`src/rtl/pwr_cnt_cmp.sv`:
```
// Run counter with inhibit/clear/stop/load gating and a terminal-count FSM, plus an
// independent registered magnitude comparator. Every output is a flop.
module pwr_cnt_cmp #(
    parameter int WIDTH    = 9,
    parameter int CMP_W    = 4,
    parameter int SAT_MODE = 0
) (
    input  logic             clk,
    input  logic             rst_n,
    input  logic             start,
    input  logic             stop,
    input  logic             inhibit,
    input  logic             clr_a,
    input  logic             clr_b,
    input  logic             load,
    input  logic [WIDTH-1:0] load_val,
    input  logic [WIDTH-1:0] limit,
    input  logic             cmp_en,
    input  logic [CMP_W-1:0] cmp_a,
    input  logic [CMP_W-1:0] cmp_b,
    output logic [WIDTH-1:0] count,
    output logic [1:0]       state,
    output logic             tc,
    output logic             done,
    output logic             cmp_eq,
    output logic             cmp_gt
);

    // state   | meaning
    // S_IDLE  | waiting for start, count held
    // S_RUN   | counting toward limit
    // S_PAUSE | inhibited, count held
    // S_DONE  | saturated at limit (SAT_MODE=1 only)
    typedef enum logic [1:0] {
        S_IDLE  = 2'd0,
        S_RUN   = 2'd1,
        S_PAUSE = 2'd2,
        S_DONE  = 2'd3
    } state_t;

    state_t           r_state;
    state_t           w_state_nxt;
    logic [WIDTH-1:0] r_count;
    logic [WIDTH-1:0] w_count_nxt;
    logic             r_tc;
    logic             w_tc_nxt;
    logic             r_done;
    logic             w_done_nxt;
    logic             r_cmp_eq;
    logic             r_cmp_gt;
    logic             w_clear;

    assign w_clear = clr_a & clr_b;

    always_ff @(posedge clk or negedge rst_n) begin
        if (!rst_n) begin
            r_state <= S_IDLE;
            r_count <= '0;
            r_tc    <= 1'b0;
            r_done  <= 1'b0;
        end else begin
            r_state <= w_state_nxt;
            r_count <= w_count_nxt;
            r_tc    <= w_tc_nxt;
            r_done  <= w_done_nxt;
        end
    end

    // Priority: clear, then load, then stop (only meaningful in RUN/PAUSE), then the FSM.
    always_comb begin
        w_state_nxt = r_state;
        w_count_nxt = r_count;
        w_tc_nxt    = 1'b0;
        w_done_nxt  = 1'b0;
        if (w_clear) begin
            w_state_nxt = S_IDLE;
            w_count_nxt = '0;
        end else if (load) begin
            w_count_nxt = load_val;
        end else if (stop && (r_state == S_RUN || r_state == S_PAUSE)) begin
            w_state_nxt = S_IDLE;
        end else begin
            case (r_state)
                S_IDLE, S_DONE: begin
                    if (start) begin
                        w_state_nxt = S_RUN;
                        w_count_nxt = '0;
                    end
                end
                S_RUN: begin
                    if (inhibit) begin
                        w_state_nxt = S_PAUSE;
                    end else if (r_count != limit) begin
                        w_count_nxt = r_count + WIDTH'(1);
                    end else if (SAT_MODE == 0) begin
                        w_count_nxt = '0;
                        w_tc_nxt    = 1'b1;
                    end else begin
                        w_tc_nxt    = 1'b1;
                        w_done_nxt  = 1'b1;
                        w_state_nxt = S_DONE;
                    end
                end
                S_PAUSE: begin
                    if (!inhibit) begin
                        w_state_nxt = S_RUN;
                    end
                end
                default: w_state_nxt = S_IDLE;
            endcase
        end
    end

    always_ff @(posedge clk or negedge rst_n) begin
        if (!rst_n) begin
            r_cmp_eq <= 1'b0;
            r_cmp_gt <= 1'b0;
        end else begin
            r_cmp_eq <= cmp_en & (cmp_a == cmp_b);
            r_cmp_gt <= cmp_en & (cmp_a > cmp_b);
        end
    end

    assign count  = r_count;
    assign state  = r_state;
    assign tc     = r_tc;
    assign done   = r_done;
    assign cmp_eq = r_cmp_eq;
    assign cmp_gt = r_cmp_gt;

endmodule

```
`config.mk`:
```
export PLATFORM = sky130hd
export DESIGN_NAME = pwr_cnt_cmp
export DESIGN_NICKNAME = d
export VERILOG_FILES = /design/src/rtl/pwr_cnt_cmp.sv
export SDC_FILE = /design/constraint.sdc
export NUM_CORES = 1
export LEC_CHECK = 0
export CORE_ASPECT_RATIO = 1.75
export CORE_MARGIN = 2
export CORE_UTILIZATION = 35
export CTS_BUF_LIST = sky130_fd_sc_hd__clkbuf_8
export CTS_CLUSTER_SIZE = 14
export DETAILED_ROUTE_END_ITERATION = 12
export PLACE_DENSITY_LB_ADDON = 0.05
export SLEW_MARGIN = 10
export SYNTH_ARGS = -nofsm -noshare
export SYNTH_HDL_FRONTEND = slang
export SYNTH_SLANG_ARGS = --single-unit
```
`constraint.sdc`:
```
create_clock -name clk -period 1.5 [get_ports clk]
set_input_delay 0.15 -clock clk [delete_from_list [all_inputs] [get_ports clk]]
set_output_delay 0.15 -clock clk [all_outputs]
set_load 0.1 [all_outputs]
```
==> After elaboration in Yosys (flattened, before gate mapping) <==
Index checks and enable logic that the tools add are counted.
{ "word_totals": {"latchBits": 0, "inputBits": 35, "rom_bits": 0, "n_memories": 0, "ram_bits": 0, "reg_bits": 14} }
{ "op_classes": {"mux": 20, "n_addsub": 1, "n_bitwise": 3, "order_cmp": 1, "eq_ne": 12, "shifts": 0, "div": 0, "reduce_logical": 7, "mul": 0} }
{ "op_table": {"columns": ["op", "n"], "rows": [
  ["two-way mux 9 bit", 6],
  ["one-hot mux 9 bit (2 select lines)", 1],
  ["two-way mux 2 bit", 6],
  ["inequality test 4 bit (second input constant)", 3],
  ["adder 9 x 1 -> 9 bit (second input constant)", 1],
  ["inequality test 9 bit", 1],
  ["inequality test 4 x 3 -> 1 bit (second input constant)", 2],
  ["AND reduction 4 bit", 2],
  ["two-way mux 1 bit", 6],
  ["one-hot mux 2 bit (3 select lines)", 1],
  ["equality test 2 bit (second input constant)", 2],
  ["equality test 4 bit", 1],
  ["> comparator 4 bit", 1],
  ["nonzero test 4 bit", 1],
  ["AND 1 bit", 3],
  ["inequality test 3 bit (second input constant)", 1],
  ["equality test 2 x 1 -> 1 bit (second input constant)", 1],
  ["logical NOT 2 bit", 1],
  ["inequality test 2 x 1 -> 1 bit (second input constant)", 1],
  ["OR reduction 2 bit", 1],
  ["logical AND 1 bit", 1],
  ["logical OR 1 bit", 1]
]} }

==> Longest topological paths before layout <==
Gate-level depths: netlist of the first run.
{ "logic_depth": {"ltp_word": 7, "depth_mapped": 7, "ltp_nobuf": 7} }

==> Worst setup path before layout of the first run <==
Ideal clock, no wire load.
{ "synth_timing": {"path_kind": "reg2reg", "from": "register r_state[0], in the netlist state[0]", "to": "register r_count[5], in the netlist count[5]", "n_path_buf": 0, "setup_ps": 77, "arrival_ps": 2256, "slack_ps": -834, "path_stages_with_launch": 8, "synth_period_minus_slack_ps": 2334, "path_cell_list": "dfrtp_1 > inv_1 > ha_1 > or2b_1 > a41oi_2 > o21a_1 > o21ai_0 > a21oi_1"} }
{ "synth_via": {"elab_chain_len": 6, "elab_cells_between_ends": 16, "classes_between": "eq/ne: 6; mux: 4; reduce/logical: 6"} }
{ "synth_lines": {"columns": ["item", "line_no", "source"], "rows": [
  ["start, declared", "41", "state_t r_state;"],
  ["start signal, assigned", "62", "r_state <= w_state_nxt;"],
  ["equality test 2 bit or logical NOT 2 bit (tied branches)", "83", "case (r_state)"],
  ["OR reduction 2 bit", "83", null],
  ["one-hot mux 9 bit (2 select lines)", "83", null],
  ["two-way mux 9 bit", "80", "end else if (stop && (r_state == S_RUN || r_state == S_PAUSE)) begin"],
  ["two-way mux 9 bit", "78", "end else if (load) begin"],
  ["two-way mux 9 bit", "75", "if (w_clear) begin"],
  ["end signal, assigned", "63", "r_count <= w_count_nxt;"],
  ["end, declared", "43", "logic [WIDTH-1:0] r_count;"]
]} }
Several ways; a longest one is shown, not always the timed one. The select of a mux whose other input is x is not followed.
A chain may end at the register's enable or synchronous reset.

==> Worst setup path in the final report of the first run <==
{ "layout_timing": {"from": "register r_state[1], in the netlist state[1]", "to": "register r_count[5], in the netlist count[5]"} }
Same word-level chain as after synthesis.

==> results.yml, run 1 <==
status:
  run_status: "finished with violations"
  violations: "setup timing"
place:
  placedInstanceArea_mm2: 0.00214
  hpwlAfterDp_um: 3140
  dpl_worst_slack_ns: -0.247
  place.port_buffers: 48
  globalplace.congestion: 0.882
drt:
  drc_errors: 0
  vias: 1352
  routed_wl_um: 3940
  drt_pre_antenna_iters: 4
  per_cell_via_count_in_the_routed_design: 5.26
  drt.antenna.violating_nets: 0
  drt_first_iter_violations: 21
  mean_routed_wirelength_per_cell_um: 15.3
floorplanning:
  die_area_mm2: 0.00382
  io_pins: 50
  dieWidth_um: 47.6
  die_height_um: 80.3
  start_util_pct: 36.7
  coreArea_mm2: 0.00318
  fp-row-count: 27
cts:
  htreeDepth: 1
  cts.hold.buffers_added: 0
  tritoncts.num_buffers: 3
  cts_tree: "done"
  root_buffer: "sky130_fd_sc_hd__clkbuf_8"
  clk_pin_slew_ns: 0.06
  clkLatencyLatePin_ns: 0.25
  maximum_number_of_buffers_from_clock_root_to_sink: 2
  tritoncts_num_sinks: 14
global_route:
  grt_first_pass_wirelength_um: 6270
  grt_antenna_before_repair: 0
  first_global_vias: 1472
  largest_net_degree_at_the_start_of_global_routing: 15
  sum_of_overflow_across_all_layers_after_global_routing: 0
  gr-usage-all-layers_pct: 22.8
synth:
  syn-mean-instance-area_um2: 8.63
  async_reset_ff_share_pct: 100
  mappedNetlistNets: 177
  yosys_warnings: 0
  number_of_synthesized_flops_with_an_enable_pin: 0
  summed_instance_area_of_the_synthesized_netlist_mm2: 0.00116
  synth_sequential_area_ratio_pct: 30.1
  ys_dominant_reg_cell: "sky130_fd_sc_hd__dfrtp_1"
  yosysUniqueCellTypes: 46
  synth.ff_latch_count: 14
  postSynthCellCount: 135
sta:
  skew_ns: 0.00521
  final.setup.tns_ns: -1.75
  final-hold-violation-count: 0
  maxClockFrequency_mhz: 565
  fin_crit_sh_pct: 118
  post-route-min-period_ns: 1.77
  grt_setup_unrepaired: "yes"
  pins_over_their_slew_limit: 0
  worst_slack_ns: -0.269
  setup-violations-final: 11
critical_path:
  critical_path_required_ns: 1.67
  worst_setup_path_start_kind: "flop"
  path_max_fanout: 7
  timing.critical_path.to_type: "flop"
  regToRegSetupSlack_ns: -0.27
  path_class: "flop to flop"
  cp_data_arrival_time_ns: 1.94
power:
  power.leakage_nw: 0.961
  power_switching_w: 0.00187
  share_clk_of_total_power_pct: 8.4
  vdd_drop_max_mv: 1.37
  power_per_cell_area_mw_per_mm2: 1680
  power.switching_fraction_pct: 49.1
  seq_power_share_pct: 16.7
  cell_internal_power_w: 0.00194
  total_power_w: 0.00382
  comb_power_share_pct: 74.9
cells_and_area:
  multi_input_comb_area_um2: 901
  n_antenna_cell: 0
  layout.core_utilization_pct: 71.6
  layout.nets: 257
  num-fill-cells: 272
  finish.instance_area_mm2: 0.00227
  final_layout_size_suffix_gt1_share_pct: 39.3
  area_growth_pct: 95.2
  layout.area.seq_um2: 379
min_path:
  worstHoldPathType: "primary input to asynchronous set/reset pin"
job:
  count_of_max_cap_constraint_violations: 0
==> power groups by stage <==
| stage | sequential (W) | combinational, W | clock (W) |
|---|---|---|---|
| 2_1_floorplan | 0.00136 | 0.000805 | 0 |
| 4_1_cts | 0.000635 | 0.00275 | 0.000335 |
| 3_3_place_gp | 0.000632 | 0.00257 | 0 |
| 6_report | 0.000638 | 0.00286 | 0.000322 |
| 5_1_grt | 0.000652 | 0.00301 | 0.000354 |
| 3_5_place_dp | 0.000635 | 0.00262 | 0 |
==> state kept, by name, summed over array words and instances (netlist names) <==
name / cells
cmp_eq: 1
state: 2
cmp_gt: 1
count: 9
tc: 1
==> metal layers <==
layer / vias to the layer above / share of wire [%] / track usage (%) / routed length (µm)
li1: 647 / - / - / -
met1: 643 / 35 / 22.6 / 1390
met2: 51 / 57 / 42.7 / 2230
met3: 11 / 5.6 / 4.04 / 222
met4: 0 / 2.5 / 9.46 / 99
met5: - / 0 / 0 / 0
==> stage by stage <==
| step | hold slack, ns | instances |
|---|---|---|
| after floorplan | -0.146 | 135 |
| after global placement | 0.491 | 252 |
| after detailed placement | 0.492 | 252 |
| after CTS | 0.228 | 256 |
| after global routing | 0.242 | 257 |
| final | 0.225 | 257 |
==> cell usage after synthesis, types with 2 or more instances <==
library cell / n / area [µm²]
sky130_fd_sc_hd__and3_4: 2 / 22.5
sky130_fd_sc_hd__nor2_1: 5 / 18.8
sky130_fd_sc_hd__xor2_1: 9 / 78.8
sky130_fd_sc_hd__a221oi_1: 2 / 17.5
sky130_fd_sc_hd__o21ai_1: 3 / 15.0
sky130_fd_sc_hd__ha_1: 7 / 87.6
sky130_fd_sc_hd__nand3_1: 5 / 25.0
sky130_fd_sc_hd__inv_1: 7 / 26.3
sky130_fd_sc_hd__and2_1: 3 / 18.8
sky130_fd_sc_hd__nand2_1: 15 / 56.3
sky130_fd_sc_hd__a21o_1: 2 / 15.0
sky130_fd_sc_hd__dfrtp_1: 14 / 350
sky130_fd_sc_hd__a31oi_1: 4 / 25.0
sky130_fd_sc_hd__a21oi_1: 13 / 65.1
sky130_fd_sc_hd__nor2b_1: 2 / 12.5
sky130_fd_sc_hd__o21ai_0: 5 / 25.0
sky130_fd_sc_hd__and3_1: 3 / 18.8
sky130_fd_sc_hd__nor3_1: 2 / 10.0
sky130_fd_sc_hd__nand3b_1: 2 / 15.0
sky130_fd_sc_hd__buf_4: 2 / 15.0
sky130_fd_sc_hd__nand4_1: 3 / 18.8
==> logic make-up (layout without fill, tap and decap cells) <==
logic type / after synthesis / in the layout / share of synthesized area (%)
simple gates: 49 / 49 / 23.7
compound gates: 42 / 42 / 25.5
flops: 14 / 14 / 30.1
buf+inv: 12 / 91 / 5.26
xor+xnor: 9 / 9 / 6.77
fa+ha+maj: 7 / 7 / 7.52
other cells: 1 / 1 / 0.322
mux: 1 / 1 / 0.859
==> cell usage in the layout, fill, tap and decap left out, types with 2 or more instances in the layout <==
| cell type | count |
|---|---|
| sky130_fd_sc_hd__nand3b_1 | 2 |
| sky130_fd_sc_hd__clkbuf_8 | 3 |
| sky130_fd_sc_hd__a21o_1 | 2 |
| sky130_fd_sc_hd__and3_1 | 3 |
| sky130_fd_sc_hd__inv_1 | 7 |
| sky130_fd_sc_hd__buf_12 | 14 |
| sky130_fd_sc_hd__nand4_1 | 3 |
| sky130_fd_sc_hd__buf_6 | 3 |
| sky130_fd_sc_hd__o21ai_1 | 4 |
| sky130_fd_sc_hd__nor2_1 | 5 |
| sky130_fd_sc_hd__nor2b_1 | 2 |
| sky130_fd_sc_hd__nor3_1 | 2 |
| sky130_fd_sc_hd__and3_4 | 2 |
| sky130_fd_sc_hd__nand2_1 | 13 |
| sky130_fd_sc_hd__dfrtp_2 | 5 |
| sky130_fd_sc_hd__nand3_1 | 4 |
| sky130_fd_sc_hd__a31oi_4 | 3 |
| sky130_fd_sc_hd__dfrtp_4 | 6 |
| sky130_fd_sc_hd__dfrtp_1 | 3 |
| sky130_fd_sc_hd__nand2_4 | 2 |
| sky130_fd_sc_hd__clkdlybuf4s50_1 | 34 |
| sky130_fd_sc_hd__a221oi_2 | 2 |
| sky130_fd_sc_hd__ha_4 | 2 |
| sky130_fd_sc_hd__and2_1 | 3 |
| sky130_fd_sc_hd__o21ai_0 | 4 |
| sky130_fd_sc_hd__a31oi_1 | 2 |
| sky130_fd_sc_hd__ha_1 | 5 |
| sky130_fd_sc_hd__a21oi_1 | 11 |
| sky130_fd_sc_hd__buf_4 | 28 |
| sky130_fd_sc_hd__xor2_1 | 9 |
==> worst max-delay path, stage by stage (launching register included) <==
cell and delay, ns:
sky130_fd_sc_hd__dfrtp_4 0.49, sky130_fd_sc_hd__ha_4 0.28, sky130_fd_sc_hd__or2b_4 0.29, sky130_fd_sc_hd__a41oi_4 0.23, sky130_fd_sc_hd__o21a_1 0.20, sky130_fd_sc_hd__o21ai_1 0.07, sky130_fd_sc_hd__a21oi_1 0.13
==> final timing paths <==
kind,endpoint,start,cells past startpoint
worst min-delay path,tc,rst_n,2
max in group asynchronous,state[1],rst_n,2
worst max-delay path,count[5],state[1],6
worst min register to register,count[0],count[0],2
min in group clk,cmp_gt,cmp_en,2
worst max register to register,count[5],state[1],6
==> cell type report <==
type	instances	share of cell area (%)
Sequential cell	14	16.7
Multi-Input combinational cell	109	39.6
Tap cell	43	2.37
Timing Repair Buffer	79	38.0
Inverter	8	1.32
Clock inverter	1	0.165
Clock buffer	3	1.82
==> timing repair <==
action,CTS,global route
hold endpoints to repair,0,0
setup endpoints to repair,11,12
pin swaps,7,2
setup buffers,0,1
resized for setup,7,5
Power figures use the tool's default switching activity.
==> run 2: changes to the inputs <==
--- a/config.mk
+++ b/config.mk
@@ -12,7 +12,7 @@
 export CTS_CLUSTER_SIZE = 14
 export DETAILED_ROUTE_END_ITERATION = 12
 export PLACE_DENSITY_LB_ADDON = 0.05
-export SLEW_MARGIN = 10
+export SLEW_MARGIN = 20
 export SYNTH_ARGS = -nofsm -noshare
 export SYNTH_HDL_FRONTEND = slang
 export SYNTH_SLANG_ARGS = --single-unit
==> results of run 2 <==
Same layout as run 1: the final DEF is identical, and so are final timing and power.
